[src/rtl/disp_scan_ctrl.sv]
// disp_scan_ctrl -- multiplexed 8-digit seven-segment scan controller.
//
// Each digit is scanned in four phases. BLANK turns every anode off and
// SETTLE waits while the external digit mux follows the new light index.
// LATCH captures num/dot into the segment registers. SHOW then drives the
// selected anode for SCAN_DIV cycles.
//
// Optional feature macro: DISP_BLINK_EN. When it is defined, a frame counter
// and a blink phase suppress the anode of any digit whose blink_mask bit is
// set, during every other group of BLINK_FRAMES frames.
//
// Parameters
//   SCAN_DIV     SHOW dwell per digit in clk cycles (>= 2)
//   SETTLE_CYC   cycles allowed for the digit mux to settle (>= 1)
//   BLINK_FRAMES full frames per blink half-period (>= 1)
//
// Ports
//   clk         in   clock, rising edge
//   rst_n       in   asynchronous active-low reset
//   en          in   scan enable; low blanks the display and holds light
//   num[10:0]   in   digit code: 0-9 digit, 11 dash, anything else blank
//   dot         in   decimal point for the current light, active-high
//   blink_mask  in   per-digit blink request (ignored without DISP_BLINK_EN)
//   light[2:0]  out  digit index presented to the digit mux
//   an[7:0]     out  anode enables, active-low
//   seg[6:0]    out  segments g..a, active-low (seg[0] = a)
//   dp          out  decimal point, active-low
//   frame_done  out  one-cycle pulse after digit 7's SHOW period ends
module disp_scan_ctrl #(
    parameter int SCAN_DIV     = 50000,
    parameter int SETTLE_CYC   = 2,
    parameter int BLINK_FRAMES = 64
) (
    input  logic        clk,
    input  logic        rst_n,
    input  logic        en,
    input  logic [10:0] num,
    input  logic        dot,
    input  logic [7:0]  blink_mask,
    output logic [2:0]  light,
    output logic [7:0]  an,
    output logic [6:0]  seg,
    output logic        dp,
    output logic        frame_done
);

    localparam int SW = $clog2(SCAN_DIV + 1);
    localparam int TW = $clog2(SETTLE_CYC + 1);

    typedef enum logic [1:0] {
        BLANK  = 2'd0,
        SETTLE = 2'd1,
        LATCH  = 2'd2,
        SHOW   = 2'd3
    } state_t;

    state_t         state, next_state;
    logic [SW-1:0]  scan_cnt;
    logic [TW-1:0]  settle_cnt;
    logic           scan_last;
    logic           settle_last;
    logic           blink_off;

    assign scan_last   = (scan_cnt == SW'(SCAN_DIV - 1));
    assign settle_last = (settle_cnt == TW'(SETTLE_CYC - 1));

    // Active-low decode, bit order g..a.
    function automatic logic [6:0] decode(input logic [10:0] code);
        logic [6:0] s;
        case (code)
            11'd0:   s = 7'h40;
            11'd1:   s = 7'h79;
            11'd2:   s = 7'h24;
            11'd3:   s = 7'h30;
            11'd4:   s = 7'h19;
            11'd5:   s = 7'h12;
            11'd6:   s = 7'h02;
            11'd7:   s = 7'h78;
            11'd8:   s = 7'h00;
            11'd9:   s = 7'h10;
            11'd11:  s = 7'h3F;
            default: s = 7'h7F;
        endcase
        return s;
    endfunction

    // ---------------- FSM ----------------
    always_ff @(posedge clk or negedge rst_n) begin
        if (!rst_n) state <= BLANK;
        else        state <= next_state;
    end

    always_comb begin
        next_state = state;
        if (!en) begin
            // en takes priority over every transition, including a SHOW
            // terminal count.
            next_state = BLANK;
        end else begin
            case (state)
                BLANK:   next_state = SETTLE;
                SETTLE:  if (settle_last) next_state = LATCH;
                LATCH:   next_state = SHOW;
                SHOW:    if (scan_last) next_state = BLANK;
                default: next_state = BLANK;
            endcase
        end
    end

    // ---------------- counters, light, frame pulse ----------------
    // Both counters sit at zero outside their own state. The prescaler is
    // therefore already clear on SHOW entry.
    always_ff @(posedge clk or negedge rst_n) begin
        if (!rst_n) begin
            settle_cnt <= '0;
            scan_cnt   <= '0;
            light      <= 3'd0;
            frame_done <= 1'b0;
        end else if (!en) begin
            settle_cnt <= '0;
            scan_cnt   <= '0;
            frame_done <= 1'b0;
        end else begin
            settle_cnt <= (state == SETTLE && !settle_last) ? settle_cnt + 1'b1 : '0;
            scan_cnt   <= (state == SHOW && !scan_last) ? scan_cnt + 1'b1 : '0;
            frame_done <= (state == SHOW) && scan_last && (light == 3'd7);
            if (state == SHOW && scan_last)
                light <= light + 3'd1;
        end
    end

    // ---------------- segment / dp registers ----------------
    always_ff @(posedge clk or negedge rst_n) begin
        if (!rst_n) begin
            seg <= 7'h7F;
            dp  <= 1'b1;
        end else if (en && state == LATCH) begin
            seg <= decode(num);
            dp  <= ~dot;
        end
    end

    // ---------------- optional blink ----------------
`ifdef DISP_BLINK_EN
    localparam int FW = $clog2(BLINK_FRAMES + 1);
    logic [FW-1:0] frame_cnt;
    logic          phase;

    always_ff @(posedge clk or negedge rst_n) begin
        if (!rst_n) begin
            frame_cnt <= '0;
            phase     <= 1'b0;
        end else if (frame_done) begin
            if (frame_cnt == FW'(BLINK_FRAMES - 1)) begin
                frame_cnt <= '0;
                phase     <= ~phase;
            end else begin
                frame_cnt <= frame_cnt + 1'b1;
            end
        end
    end

    // Only the anode is suppressed. Scan timing is unchanged.
    assign blink_off = phase & blink_mask[light];
`else
    logic unused_blink;
    assign unused_blink = &{1'b0, blink_mask};
    assign blink_off    = 1'b0;
`endif

    // ---------------- anode drive ----------------
    always_comb begin
        an = 8'hFF;
        if (state == SHOW && !blink_off)
            an = ~(8'(8'b1 << light));
    end

endmodule

[config.mk]
export PLATFORM = sky130hd
export DESIGN_NAME = disp_scan_ctrl
export DESIGN_NICKNAME = d
export VERILOG_FILES = /design/src/rtl/disp_scan_ctrl.sv
export SDC_FILE = /design/constraint.sdc
export NUM_CORES = 1
export LEC_CHECK = 0
export BUFFER_PORTS_ARGS = -buffer_cell sky130_fd_sc_hd__buf_4
export CORE_ASPECT_RATIO = 0.5
export CORE_MARGIN = 3
export CORE_UTILIZATION = 53
export CTS_CLUSTER_DIAMETER = 100
export CTS_CLUSTER_SIZE = 14
export DETAILED_ROUTE_END_ITERATION = 6
export GPL_TIMING_DRIVEN = 0
export MAX_ROUTING_LAYER = met4
export PLACE_DENSITY = 0.79
export SYNTH_ARGS = -nofsm -noshare
export SYNTH_HDL_FRONTEND = slang
export SYNTH_SLANG_ARGS = --single-unit
[constraint.sdc]
create_clock -name clk -period 2.1 [get_ports clk]
set_input_delay 0.105 -clock clk [delete_from_list [all_inputs] [get_ports clk]]
set_output_delay 0.105 -clock clk [all_outputs]
set_load 0.01 [all_outputs]
== After elaboration in Yosys (flattened, before gate mapping) ==
Memories as Yosys holds them, arrays and structs flattened.
Cells that the tools add are included.

* Flip-flop bits (word level): 32
* Bits in read-only memories: 112
* Output and inout bits: 20
* Word-level logic and storage cells: 44
* Memories kept: 1

* Add/subtract/negate cells: 3
* Equality and inequality tests: 8
* Shifts and indexed selects: 1
* Muxes and demuxes: 11
* Bitwise operators: 2
* Reduce and logical (&&, ||, !) cells: 11

{| class="wikitable"
|+ Memories
! memory !! depth !! width !! rd ports !! clocked after Yosys merged registers in !! wr ports !! RTL line !! RTL
|-
| (no name shown) || 16 || 7 || 1 || 0 || 0 || 70 || <nowiki>case (code)</nowiki>
|}

{| class="wikitable"
|+ Operators with widths
! kind !! number
|-
| 16-bit 2-to-1 mux || 2
|-
| 16-bit by 1-bit adder with 16-bit output, second input constant || 1
|-
| 16-bit == test, second input constant || 1
|-
| 2-bit 2-to-1 mux || 5
|-
| 8-bit 2-to-1 mux || 1
|-
| 8-bit NOT || 1
|-
| 2-bit case mux with 4 select lines || 1
|-
| 1-bit by 3-bit left shift with 8-bit output, first input constant || 1
|-
| 7-bit zero test || 1
|-
| 7-bit 2-to-1 mux || 1
|-
| 3-bit != test, second input constant || 2
|-
| 1-bit logical AND || 5
|-
| 2-bit by 1-bit == test with 1-bit output, second input constant || 2
|-
| 2-bit == test, second input constant || 2
|-
| 2-bit AND reduction || 2
|-
| 3-bit by 1-bit adder with 3-bit output, second input constant || 1
|-
| 3-bit == test, second input constant || 1
|-
| 2-bit by 1-bit adder with 2-bit output, second input constant || 1
|-
| 1-bit zero test || 2
|-
| 2-bit zero test || 1
|-
| 1-bit 2-to-1 mux || 1
|-
| 1-bit NOT || 1
|}

== Depth between registers and ports, before layout ==
Gate-level depths: netlist of run 1.

* Depth in word-level cells: 5
* Gate-level depth with buffers: 7

== Worst setup path after synthesis of run 1 ==
Ideal clock, no wire load.

* Path kind: register to register
* From: register scan_cnt[0]
* To: register light[1]
* Setup time: 0.128 ns
* Arrival time: 1.548 ns
* Slack: 0.425 ns
* Cell stages (with the launch flop): 7
* Cell sequence: dfrtp_1 -> ha_1 -> and3_1 -> buf_2 -> nand4_1 -> nor2_1 -> mux2_1

* Word-level cells in the longest chain between the ends: 3

{| class="wikitable"
|+ Ends and longest elaborated chain
! item !! RTL line !! RTL
|-
| start, declared || 58 || <nowiki>logic [SW-1:0] scan_cnt;</nowiki>
|-
| start signal, assigned || 125 || <nowiki>scan_cnt <= (state == SHOW && !scan_last) ? scan_cnt + 1'b1 : '0;</nowiki>
|-
| 16-bit == test || 64 || <nowiki>assign scan_last = (scan_cnt == SW'(SCAN_DIV - 1));</nowiki>
|-
| 1-bit logical AND || 127 || <nowiki>if (state == SHOW && scan_last)</nowiki>
|-
| 2-bit AND reduction (no line) || -- ||
|-
| end signal, assigned || 128 || <nowiki>light <= light + 3'd1;</nowiki>
|-
| end, declared || 40 || <nowiki>output logic [2:0] light,</nowiki>
|}

Every way passes these cells.
A chain may end at the register's enable or synchronous reset.

== Worst setup path after layout of run 1 ==
Same ends and word-level chain as after synthesis.

==> impl.org, run 1 <==
** Logic synthesis
- Main flop type after synthesis :: dfrtp_1
- Post-synthesis cell count :: ~190
- The Yosys step of the flow raised 0 warnings.
- In this run, synthesis inferred 0 flip-flops with an integrated enable.
- Counting flops and latches in the post-synthesis netlist gives 32.
- Each instance of the synthesized netlist takes up on average ~9.5 sq um.
- In this run, distinct cell masters in the synthesized netlist total 36.
- Net count after synthesis :: between 200 and 250
- Cell area after synthesis :: 1830 sq um
- For this run, the register share of the synthesized area comes to between 40 and 50%.
- For this run, asynchronously set or reset flops after synthesis account for 100%.

** Drt
- The count of nets left with antenna violations once routing finished came out at 0.
- Total via count in the routed design :: between 1,000 and 1,500
- For this block, the initial DRC count from the detailed router was 65.
- For this run, design rule violations remaining after detail routing come to 0.
- The pre-antenna-repair detailed-routing pass consisted of 4 iterations.
- The final layout contains routed wiring with a total length of ~3.6 mm.
- In the final routed layout, each cell accounts on average for about 13 um.
- Dividing the detail-routed via count by the number of cells gives approximately 5.4.

** Timing
- Sum of negative setup slack :: 0 ps
- Final-report max-slew violation count :: 0
- Clock tree skew after final layout :: around 5.4 ps
- The worst path in the final design needs a cycle of between 1500 and 2000 ps, including I/O delays and setup.
- Relative max-transition margin :: between 70% and 80%
- Pin slew with the least headroom to its limit :: 386 ps
- Upper clock frequency limit :: between 500 and 600 MHz
- Setup repair after global routing left no endpoint under its margin.
- Final setup violation count :: 0
- The number of endpoints with negative hold slack in the final report is 0.
- The final critical path takes up around nine tenths of the cycle.

** Clock network
- Maximum level of the CTS H-tree :: 2
- Clock latency on the worst-skew pair :: roughly 280 ps
- Counting along the longest clock path gives a buffer depth of 2.
- Clk Tree Root Cell :: clkbuf_8
- Post-CTS repair changed the size of 0 cells.
- Total CTS buffers :: 5
- Clock-pin slew was measured on the worst setup and hold paths at about 70 ps.
- Number of clock sinks :: 32
- Setup fix buffers added after clock tree synthesis :: 0
- CTS tree :: yes

** Hold path
- Class of the most critical hold timing path :: input pin to flop
- Worst hold start :: en
- The path with the worst hold slack has its endpoint at state[1].
- The worst hold path passes through 3 cells.

** Global routing
- Antenna violations before repair :: 0
- After global routing the overflow that remains totals 0.
- Via count of the first global-routing pass :: approximately 1,400
- The global routing stage identified its most utilized layer as met2.
- Met1 demand-to-capacity share in global routing :: around 23%
- The first global-routing pass estimated 5.93 mm of wire.
- GR met3 Demand/Resource :: 5.15%
- Global routing used around a fifth of the available tracks.
- Entering global routing, the biggest net connects 33 pins.
- Global routing consumed, on the met2 layer, about 34% of the routing resources.

** Floorplanning
- Pin placement for this block handled 43 I/O pins.
- The die is 47.6 um tall.
- Die footprint :: approximately 4200 sq um
- Initial Utilization :: about three fifths
- Core outline area :: about 3200 sq um
- From left edge to right edge, the die measures slightly below 90 um.
- Num rows :: 14

** Pwr
- After layout, the design draws a total of approximately 1.7 mW.
- Portion of total power attributed to combinational logic :: 23.7%
- Switching power :: 464 uW
- Proportion of power drawn by the clock network :: approximately 28%
- Cell leakage power :: 0.985 nW
- Register share of total power :: a little under half
- Cell internal power was estimated by the tool at 1.21 mW.
- VDD sags by at most 0.307 mV.
- Net switching is 27.8% of the power.
- In this run the power density over the cells is 744 nW/um^2.

** Worst setup path
- Walking the worst path, the cells encountered are ha_1 > and3_1 > buf_2 > nand4_1 > nor2_1 > mux2_1.
- The worst setup path is captured at a flop.
- The largest individual stage delay along the critical path comes from the cell dfrtp_1.
- In this run the worst path has a maximum fanout of 5.
- Required time at the worst-slack endpoint :: roughly 2300 ps
- The worst register-to-register path ends at light[1].
- The largest single stage delay on the critical path is roughly 420 ps.
- R2r startpoint :: scan_cnt[0]
- R2R Setup Slk :: 210 ps
- Launching element type of the critical path :: flop
- Arrival time at the worst endpoint :: roughly 2100 ps
- Critical path start-end classification :: flop to flop
- Worst r2r path cells :: 6

** Placed design
- The HPWL after detailed placement is about 2.8 mm.
- IO buf count :: 33
- The congestion estimate from routability-driven global placement came to about 0.74.

** Layout
- In the final layout, the share of cells above drive strength 1 is ~23%.
- From synthesis to final layout, the design area changed by 22.4%.
- Most used cells in the layout excluding fill and tap cells :: buf_4, nor2_1, dfrtp_1
- Number of antenna cells inserted :: 0
- The net count of the finished layout is between 200 and 300.
- Leaving out fill and tap cells, the most frequent cell in the layout is buf_4.

** Run
- Number of maximum-capacitance violations :: 0

** Status
- Run status :: complete, no violations
[flip-flops by register name, indices dropped and copies added, names as in the netlist]
| signal | count |
|---|---|
| settle_cnt | 2 |
| seg | 7 |
| dp | 1 |
| light | 3 |
| frame_done | 1 |
| state | 2 |
| scan_cnt | 16 |
[Yosys cell counts, types with 2 or more instances]
cell / count / area share [%]
a21oi_1: 9 / 2.5
and3_1: 2 / 0.68
and4bb_1: 2 / 1.4
buf_2: 2 / 0.55
clkbuf_1: 4 / 0.82
dfrtp_1: 24 / 33
dfstp_2: 8 / 11
ha_1: 18 / 12
inv_1: 16 / 3.3
nand2_1: 16 / 3.3
nand3_1: 9 / 2.5
nand4_1: 4 / 1.4
nand4_2: 2 / 1.4
nor2_1: 28 / 5.7
nor3_1: 7 / 1.9
nor4_1: 3 / 1.0
o21ai_0: 5 / 1.4
o22a_1: 4 / 1.9
o22ai_1: 2 / 0.68
xnor2_1: 12 / 5.7
xor2_1: 2 / 0.96
[through the flow]
| step | cell area, sq um | hold slack [ps] | std cells | utilization (%) | setup slack, ps |
|---|---|---|---|---|---|
| 5_1_grt | 2240 | 95.5 | 277 | 71.2 | 69.7 |
| 6_report | 2240 | 96.2 | 277 | 71.2 | 207 |
| 2_1_floorplan | 1830 | -191 | 194 | - | 425 |
| 3_3_place_gp | 2130 | 54.5 | 267 | 67.6 | 238 |
| 4_1_cts | 2240 | 86.3 | 277 | 71.2 | 193 |
| 3_5_place_dp | 2130 | 57.9 | 267 | 67.6 | 203 |
[how the worst max path moves through the flow]
stage,start,to,slack [ps],depth (start not counted)
2_1_floorplan,scan_cnt[0],light[1],420,6
3_3_place_gp,scan_cnt[0],light[1],240,6
3_5_place_dp,scan_cnt[0],light[1],200,6
4_1_cts,scan_cnt[0],light[1],190,6
5_1_grt,state[0],seg[2],70,7
6_report,scan_cnt[0],light[1],210,6
[layout make-up]
| class | count | area [sq um] |
|---|---|---|
| Buffer | 6 | 25.0 |
| Clock buffer | 6 | 82.6 |
| Clock inverter | 2 | 10.0 |
| Fill cell | 226 | 908 |
| Inverter | 16 | 60.1 |
| Multi-Input combinational cell | 140 | 938 |
| Sequential cell | 32 | 811 |
| Tap cell | 40 | 50.0 |
| Timing Repair Buffer | 35 | 268 |
[cell families (layout without fill, tap and decap cells)]
group / Yosys count / in the layout / synth area share, %
multiplexers: 2 / 2 / 1.16
XOR/XNOR: 14 / 14 / 6.68
buffers and inverters: 22 / 65 / 4.64
AND/OR/NAND/NOR: 82 / 82 / 23.0
flip-flops: 32 / 32 / 44.2
AO/OA/AOI/OAI: 24 / 24 / 8.05
adder cells (fa/ha/maj): 18 / 18 / 12.3
[repair_timing]
action                                  4_1_cts  5_1_grt
hold endpoints to repair                     25        0
hold buffers                                  2        0
endpoints found under the setup margin        0        0
[worst max-delay path, delay by kind of cell (launching register included)]
| family | cells | cell delay (ps) |
|---|---|---|
| muxes | 1 | 360 |
| adders and majority gates | 1 | 230 |
| DFF | 1 | 420 |
| buffers and inverters | 1 | 160 |
| and+or+nand+nor | 3 | 600 |
[power groups by stage]
stage | sequential, mW | clock (mW) | combinational (mW)
floorplan | 0.836 | 0 | 0.182
global placement | 0.806 | 0 | 0.379
finish | 0.799 | 0.476 | 0.395
CTS | 0.799 | 0.491 | 0.400
global route | 0.812 | 0.521 | 0.441
detailed placement | 0.811 | 0 | 0.393
[layer usage]
| layer | share of wire (%) | vias to the layer above |
|---|---|---|
| met5 | 0 | - |
| met4 | 0.25 | 0 |
| met3 | 5.0 | 2 |
| met2 | 48 | 34 |
| met1 | 47 | 703 |
| li1 | - | 744 |
Power figures use the tool's default switching activity.
==> run 2: changes to the inputs <==
CORE_UTILIZATION = 50   (was 53)
PLACE_DENSITY = 0.75   (was 0.79)
==> run 2 against run 1 <==
  * Via count grew 0.54%
  * Combinational power fell by 1%
  * First-iteration DRC count shrank 4.6%
  * Routed wire length about the same
  * Sequential power about the same
==> impl.org, run 2 (synthesis results as in run 1) <==
** Timing
- Clock tree skew after final layout :: between 8 and 9 ps
- Sum of negative setup slack :: 0 ps
- Setup violations remaining at the end of the flow were counted as 0.
- For the finished layout, the period the worst path requires is about 1900 ps.
- Setup repair after global routing left no endpoint under its margin.
- Derived from the worst setup path, the maximum achievable clock frequency is slightly above 500 MHz.
- The number of endpoints with negative hold slack in the final report is 0.
- Ratio of final minimum period to clock period :: roughly 93%
- The number of pins with negative max-slew slack in the final report came to 0.
- At the pin with the least slew margin, the transition time is around 400 ps.
- Headroom to the max-slew limit came out at 73.3%.

** Pwr
- Cell leakage power :: 0.990 nW
- Peak supply drop :: between 0.3 and 0.4 mV
- For this design the ratio of total power to cell area is just under 800 nW/um^2.

** Drt
- Met1 wire length :: between 1.5 and 2 mm
- The highest layer touched by signal routing is met4.
- In the final routed layout, each cell accounts on average for approximately 13 um.
- After detailed routing, the met2 layer carries about 1.6 mm of wire.
- Post-DR vias/cell :: 5.23
- Wires add up to between 3 and 4 mm.
- The final route contains around 1,500 vias.
- In this run, the number of DRC markers left after iteration 0 of detailed routing was 62.
- Post-route antenna net violation count :: 0
- Wire length on met3 :: between 150 and 200 um
- For this run, design rule violations remaining after detail routing come to 0.
- Drt first pass iters :: 4

** Placed design
- Summed over all nets, the half-perimeter wirelength after detailed placement is approximately 2.6 mm.
- The count of buffers added on input and output ports is 33.
- After detailed placement, the total cell area comes to about 2100 sq um.
- At the end of routability-driven placement, the weighted congestion stood at between 0.8 and 0.9.

** Floorplanning
- Num rows :: 14
- Initial Utilization :: between 50% and 60%
- Die footprint :: between 4000 and 5000 sq um
- Height of the die :: about 49 um
- 43 I/O pins were placed.
- Die width :: about 92 um
- After floorplanning, the core was sized to cover about 3200 sq um.

** Layout
- From synthesis to final layout, the design area changed by 23.7%.
- Leading cell type in the layout, fill and taps excluded :: buf_4
- The library cells used most frequently in the layout, excluding fill and tap cells, are buf_4, nor2_1, dfrtp_1.
- Number of antenna cells inserted :: 0
- In the final layout, the share of cells above drive strength 1 is approximately 22%.
- Number of nets at the end of the flow :: between 200 and 300
- Regs by FF count :: scan_cnt: 16 flops, seg: 7 flops, light: 3 flops
- More flip-flops sit in one register than any other, and that register is scan_cnt.
- Summing all non-filler instances in the final layout gives an area of 2270 sq um.
- The register with the most flip-flops in the layout has 16 of them.

** Worst setup path
- Arrival time at the worst endpoint :: around 2100 ps
- In this run the worst path has a maximum fanout of 5.
- STA classifies the critical path endpoint as a flop.
- Critical path start-end classification :: flop to flop
- Launching element type of the critical path :: flop
- For the worst setup path, the data required time is approximately 2300 ps.

** Clock network
- Max clock buf depth :: 2
- The clock reaches the later pin of the worst-skew pair after around 280 ps.
- Buffers added to address setup during post-CTS repair amount to 0.
- Clock-pin transition on the worst setup and hold timing paths :: roughly 70 ps
- CTS tree :: yes
- Total CTS buffers :: 5
- Clk Tree Root Cell :: clkbuf_8
- Number of clock sinks :: 32
- The H-tree was split into 2 levels.

** Global routing
- Entering global routing, the biggest net connects 33 pins.
- Global-route usage over all layers :: 17.3%
- GRT overflow :: 0
- First-pass GRT wire length :: 6.14 mm
- Via count of the first global-routing pass :: roughly 1,400
- Antenna violations before repair :: 0

** Hold path
- The min-delay analysis places its worst path in the category input pin to flop.

** Status
- The run finished with clean final reports.

** Run
- Across the run, the number of max-cap violations was 0.
-- run 2: final cells by class --
cell class | count | area, sq um
multi-input combinational | 140 | 938
fill | 245 | 971
clock buffer | 6 | 72.6
tap | 48 | 60.1
clock inverter | 2 | 35.0
sequential | 32 | 811
inverter | 16 | 60.1
timing repair buffer | 35 | 268
buffer | 6 | 25.0
-- run 2: through the flow --
step                util, %  hold WS (ps)  std cells  power (mW)  worst slack (ps)
global placement       66.1          57.6        275        1.19               235
CTS                    70.0          90.8        285        1.78               210
finish                 70.0          96.1        285        1.77               155
floorplan                 -          -191        194        1.02               425
global route           70.0          90.0        285        1.87              69.9
detailed placement     66.1          64.1        275        1.20               216
-- run 2: timing repair --
| action | CTS | global route |
|---|---|---|
| gates resized for setup | 0 | 0 |
| hold buffers | 2 | 0 |
| hold endpoints to repair | 25 | 0 |
-- run 2: path summary, 6_finish.rpt --
kind	startpoint	endpoint	slack, ps	depth (start not counted)
min in group asynchronous	rst_n	frame_done	300	2
worst min-delay path	en	state[1]	100	3
worst max register to register	scan_cnt[0]	light[1]	150	6
worst min register to register	settle_cnt[0]	settle_cnt[0]	430	1
worst max-delay path	scan_cnt[0]	light[1]	150	6
max in group asynchronous	rst_n	seg[5]	1480	2
-- run 2: report_power, final --
part / leakage, nW / switching, mW / total (mW) / internal [mW]
clock network: 0.0552 / 0.224 / 0.575 / 0.352
registers: 0.407 / 0.0544 / 0.799 / 0.745
logic: 0.527 / 0.191 / 0.390 / 0.200
total: 0.990 / 0.469 / 1.77 / 1.30
-- run 2: layer usage --
metal,vias to the layer above,global-route usage [%]
met4,0,3.75
met5,-,-
li1,739,-
met2,32,27.3
met3,2,4.31
met1,718,22.8
-- run 2: critical path, cell delays in order (launching register included) --
cell and delay, ps:
dfrtp_1 440, ha_1 240, and3_1 160, buf_2 150, nand4_1 150, nor2_1 340, mux2_1 350
==> run 3: changes to the inputs <==
CORE_UTILIZATION = 48   (was 50)
clock period = 1.6 ns   (was 2.1 ns; I/O delays follow)
==> run 3 against run 2 <==
  * The flow now finishes with violations (negative setup slack)
  * Via count increased by 9.0%
  * Critical endpoint is now state[1]
  * Sequential share of layout area shrank 3.5 points
  * Utilization is 1.5 points higher
  * Largest power group unchanged
  * Global-route usage up 2.5 points
  * Cell count is 4.9% higher
  * Register-to-register slack worse by 210 ps
==> impl.org, run 3 (synthesis results as in run 1) <==
** Layout
- The post-route netlist has between 40% and 50% of its cells at a drive strength greater than 1.
- Register with the highest flop count :: scan_cnt
- Number of nets at the end of the flow :: approximately 290
- Compared with the post-synthesis result, the final layout area differs by 38.3%.
- 0 antenna diodes ended up in the layout.
- Number of flip-flops in the largest register :: 16
- The library cell used most frequently in the layout, excluding fill and tap cells, is buf_4.
- Regs by FF count :: scan_cnt: 16 flops, seg: 7 flops, light: 3 flops
- In the layout the commonest cells are buf_4, dfrtp_1, inv_1, ha_1, nand2_1.

** Drt
- Met1 wire length :: approximately 2 mm
- For this block, the initial DRC count from the detailed router was ~100.
- Drt first pass iters :: 4
- Wire length on met3 :: ~230 um
- In the final routed layout, each cell accounts on average for between 15 and 20 um.
- Post-DR vias/cell :: approximately 5.4
- Routed wire length :: approximately 4.6 mm
- The detailed router placed between 1,500 and 2,000 vias in this run.
- Post-route antenna net violation count :: 0
- Wire segments on met2 add up to approximately 2.4 mm in the final route.
- DRC viols :: 0
- In this run the top signal layer used is met4.

** Run
- The tool flagged a number of max-cap violations equal to 0.

** Timing
- Final setup violation count :: 20
- Between clock sinks in the finished design, the worst skew comes to 14.7 ps.
- Final-report max-slew violation count :: 0
- Fin worst setup slack :: -57.5 ps
- Setup repair after global routing could not meet its margin everywhere.
- Final Critical Period :: 1660 ps
- Ratio of final minimum period to clock period :: 104%
- For the pin with the worst max-slew slack, the measured transition is roughly 400 ps.
- Fin. Hold Viols :: 0
- Derived from the worst setup path, the maximum achievable clock frequency is between 600 and 700 MHz.
- Relative max-transition margin :: between 70% and 80%

** Floorplanning
- Initial Utilization :: between 50% and 60%
- The floorplan step defined a die boundary enclosing around 4600 sq um.
- 43 I/O pins were placed.
- In this run the vertical extent of the chip is 49.7 um.
- Core outline area :: 3550 sq um
- In this run the horizontal extent of the chip is between 90 and 100 um.
- Num rows :: 15

** Pwr
- Dividing total power by cell area gives a power density of around 890 nW/um^2.
- Cell leakage power :: 1.04 nW
- Peak supply drop :: approximately 0.30 mV
- Total Power Consumption :: roughly 2.3 mW

** Placed design
- Buffers placed on the I/O ports in this run total 33.
- Routability cong. :: just over 0.8
- OpenSTA, run right after detailed placement, puts the worst setup slack at -252 ps.
- After legalization and detailed placement, the total HPWL measured 2.66 mm.

** Clock network
- Clock latency on the worst-skew pair :: between 200 and 300 ps
- Number of clock sinks :: 32
- Clock tree synthesis selected as its root buffer the cell clkbuf_8.
- Maximum level of the CTS H-tree :: 2
- Buffers inserted during clock tree synthesis total 5.
- Clock-pin transition on the worst setup and hold timing paths :: around 80 ps
- No sink is reached through more buffers than the 2 on the longest clock path.
- TritonCTS built the clock tree.

** Worst setup path
- Data arrives at the worst endpoint at between 1500 and 2000 ps.
- The worst setup path is captured at a flop.
- In this run the worst path has a maximum fanout of 4.
- Critical path start-end classification :: flop to flop
- Traced cell by cell, the critical path runs through nor4b_4 > buf_4 > a41oi_4 > or3b_1 > a21oi_2.
- Crit path largest cell delay :: between 400 and 500 ps
- At the worst endpoint, the required time is about 1800 ps.
- STA classifies the critical path startpoint as a flop.
- For this design, the slowest cell found on the critical path is dfrtp_2.

** Global routing
- Global routing finished with a remaining overflow of 0.
- Via count of the first global-routing pass :: approximately 1,600
- The first global-routing pass estimated 7.07 mm of wire.
- Entering global routing, the biggest net connects 33 pins.
- In the global route stage, overall resource usage came out at ~20%.
- The number of antenna violations at the first check in global routing is 0.

** Hold path
- Class of the most critical hold timing path :: input pin to flop

** Status
- The final reports fail on negative setup slack.
- Run status :: finished with violations
## run 3: final cells by class
cell class,count,area (sq um)
multi-input cells,140,1100
clock inverters,3,18.8
repair buffers,48,377
clock buffers,5,68.8
well taps,51,63.8
fillers,232,1010
inverters,16,60.1
flip-flops and latches,32,817
plain buffers,4,30.0
## run 3: final timing paths
| kind | from | end | slack [ps] | depth (start not counted) |
|---|---|---|---|---|
| max | scan_cnt[7] | state[1] | -60 | 5 |
| min | en | dp | 70 | 3 |
| max reg2reg | scan_cnt[7] | state[1] | -60 | 5 |
| min reg2reg | settle_cnt[0] | settle_cnt[0] | 430 | 1 |
| max in group asynchronous | rst_n | seg[0] | 1000 | 2 |
| min in group asynchronous | rst_n | frame_done | 260 | 2 |
## run 3: through the flow
| stage | instances | util (%) | hold slack [ps] | instance area, sq um | setup TNS (ps) |
|---|---|---|---|---|---|
| 2_1_floorplan | 194 | - | -216 | 1840 | -203 |
| 3_3_place_gp | 278 | 60.6 | 34.7 | 2150 | -3130 |
| 3_5_place_dp | 278 | 60.6 | 43.2 | 2150 | -4000 |
| 4_1_cts | 295 | 67.1 | 61.1 | 2380 | -7.21 |
| 5_1_grt | 299 | 71.5 | 89.5 | 2540 | -1910 |
| 6_report | 299 | 71.5 | 66.2 | 2540 | -649 |
## run 3: report_power, final
part / switching (mW) / leakage [nW] / total (mW) / internal [mW]
sequential: 0.0800 / 0.399 / 1.06 / 0.979
clock: 0.326 / 0.0479 / 0.629 / 0.303
combinational: 0.279 / 0.598 / 0.569 / 0.290
total: 0.684 / 1.04 / 2.26 / 1.57
## run 3: worst max-delay path: cells and delay by family (launching register included)
kind                   cells  cell delay [ps]
AND/OR/NAND/NOR            2              730
AO/OA/AOI/OAI              2              240
buffers and inverters      1              180
flip-flops                 1              460
## run 3: timing repair
| action | in CTS | in global routing |
|---|---|---|
| hold buffers | 2 | 0 |
| setup endpoints to repair | 27 | 28 |
| pin swaps | 5 | 11 |
| buffers inserted | 9 | 3 |
| endpoints found under the hold margin | 25 | 0 |
| gates resized for setup | 20 | 34 |
| gates cloned | 0 | 1 |
## run 3: metal layers
layer | vias to the layer above | track usage (%)
li1 | 759 | -
met1 | 799 | 24.5
met2 | 55 | 32.5
met3 | 12 | 4.42
met4 | 0 | 6.81
met5 | - | -
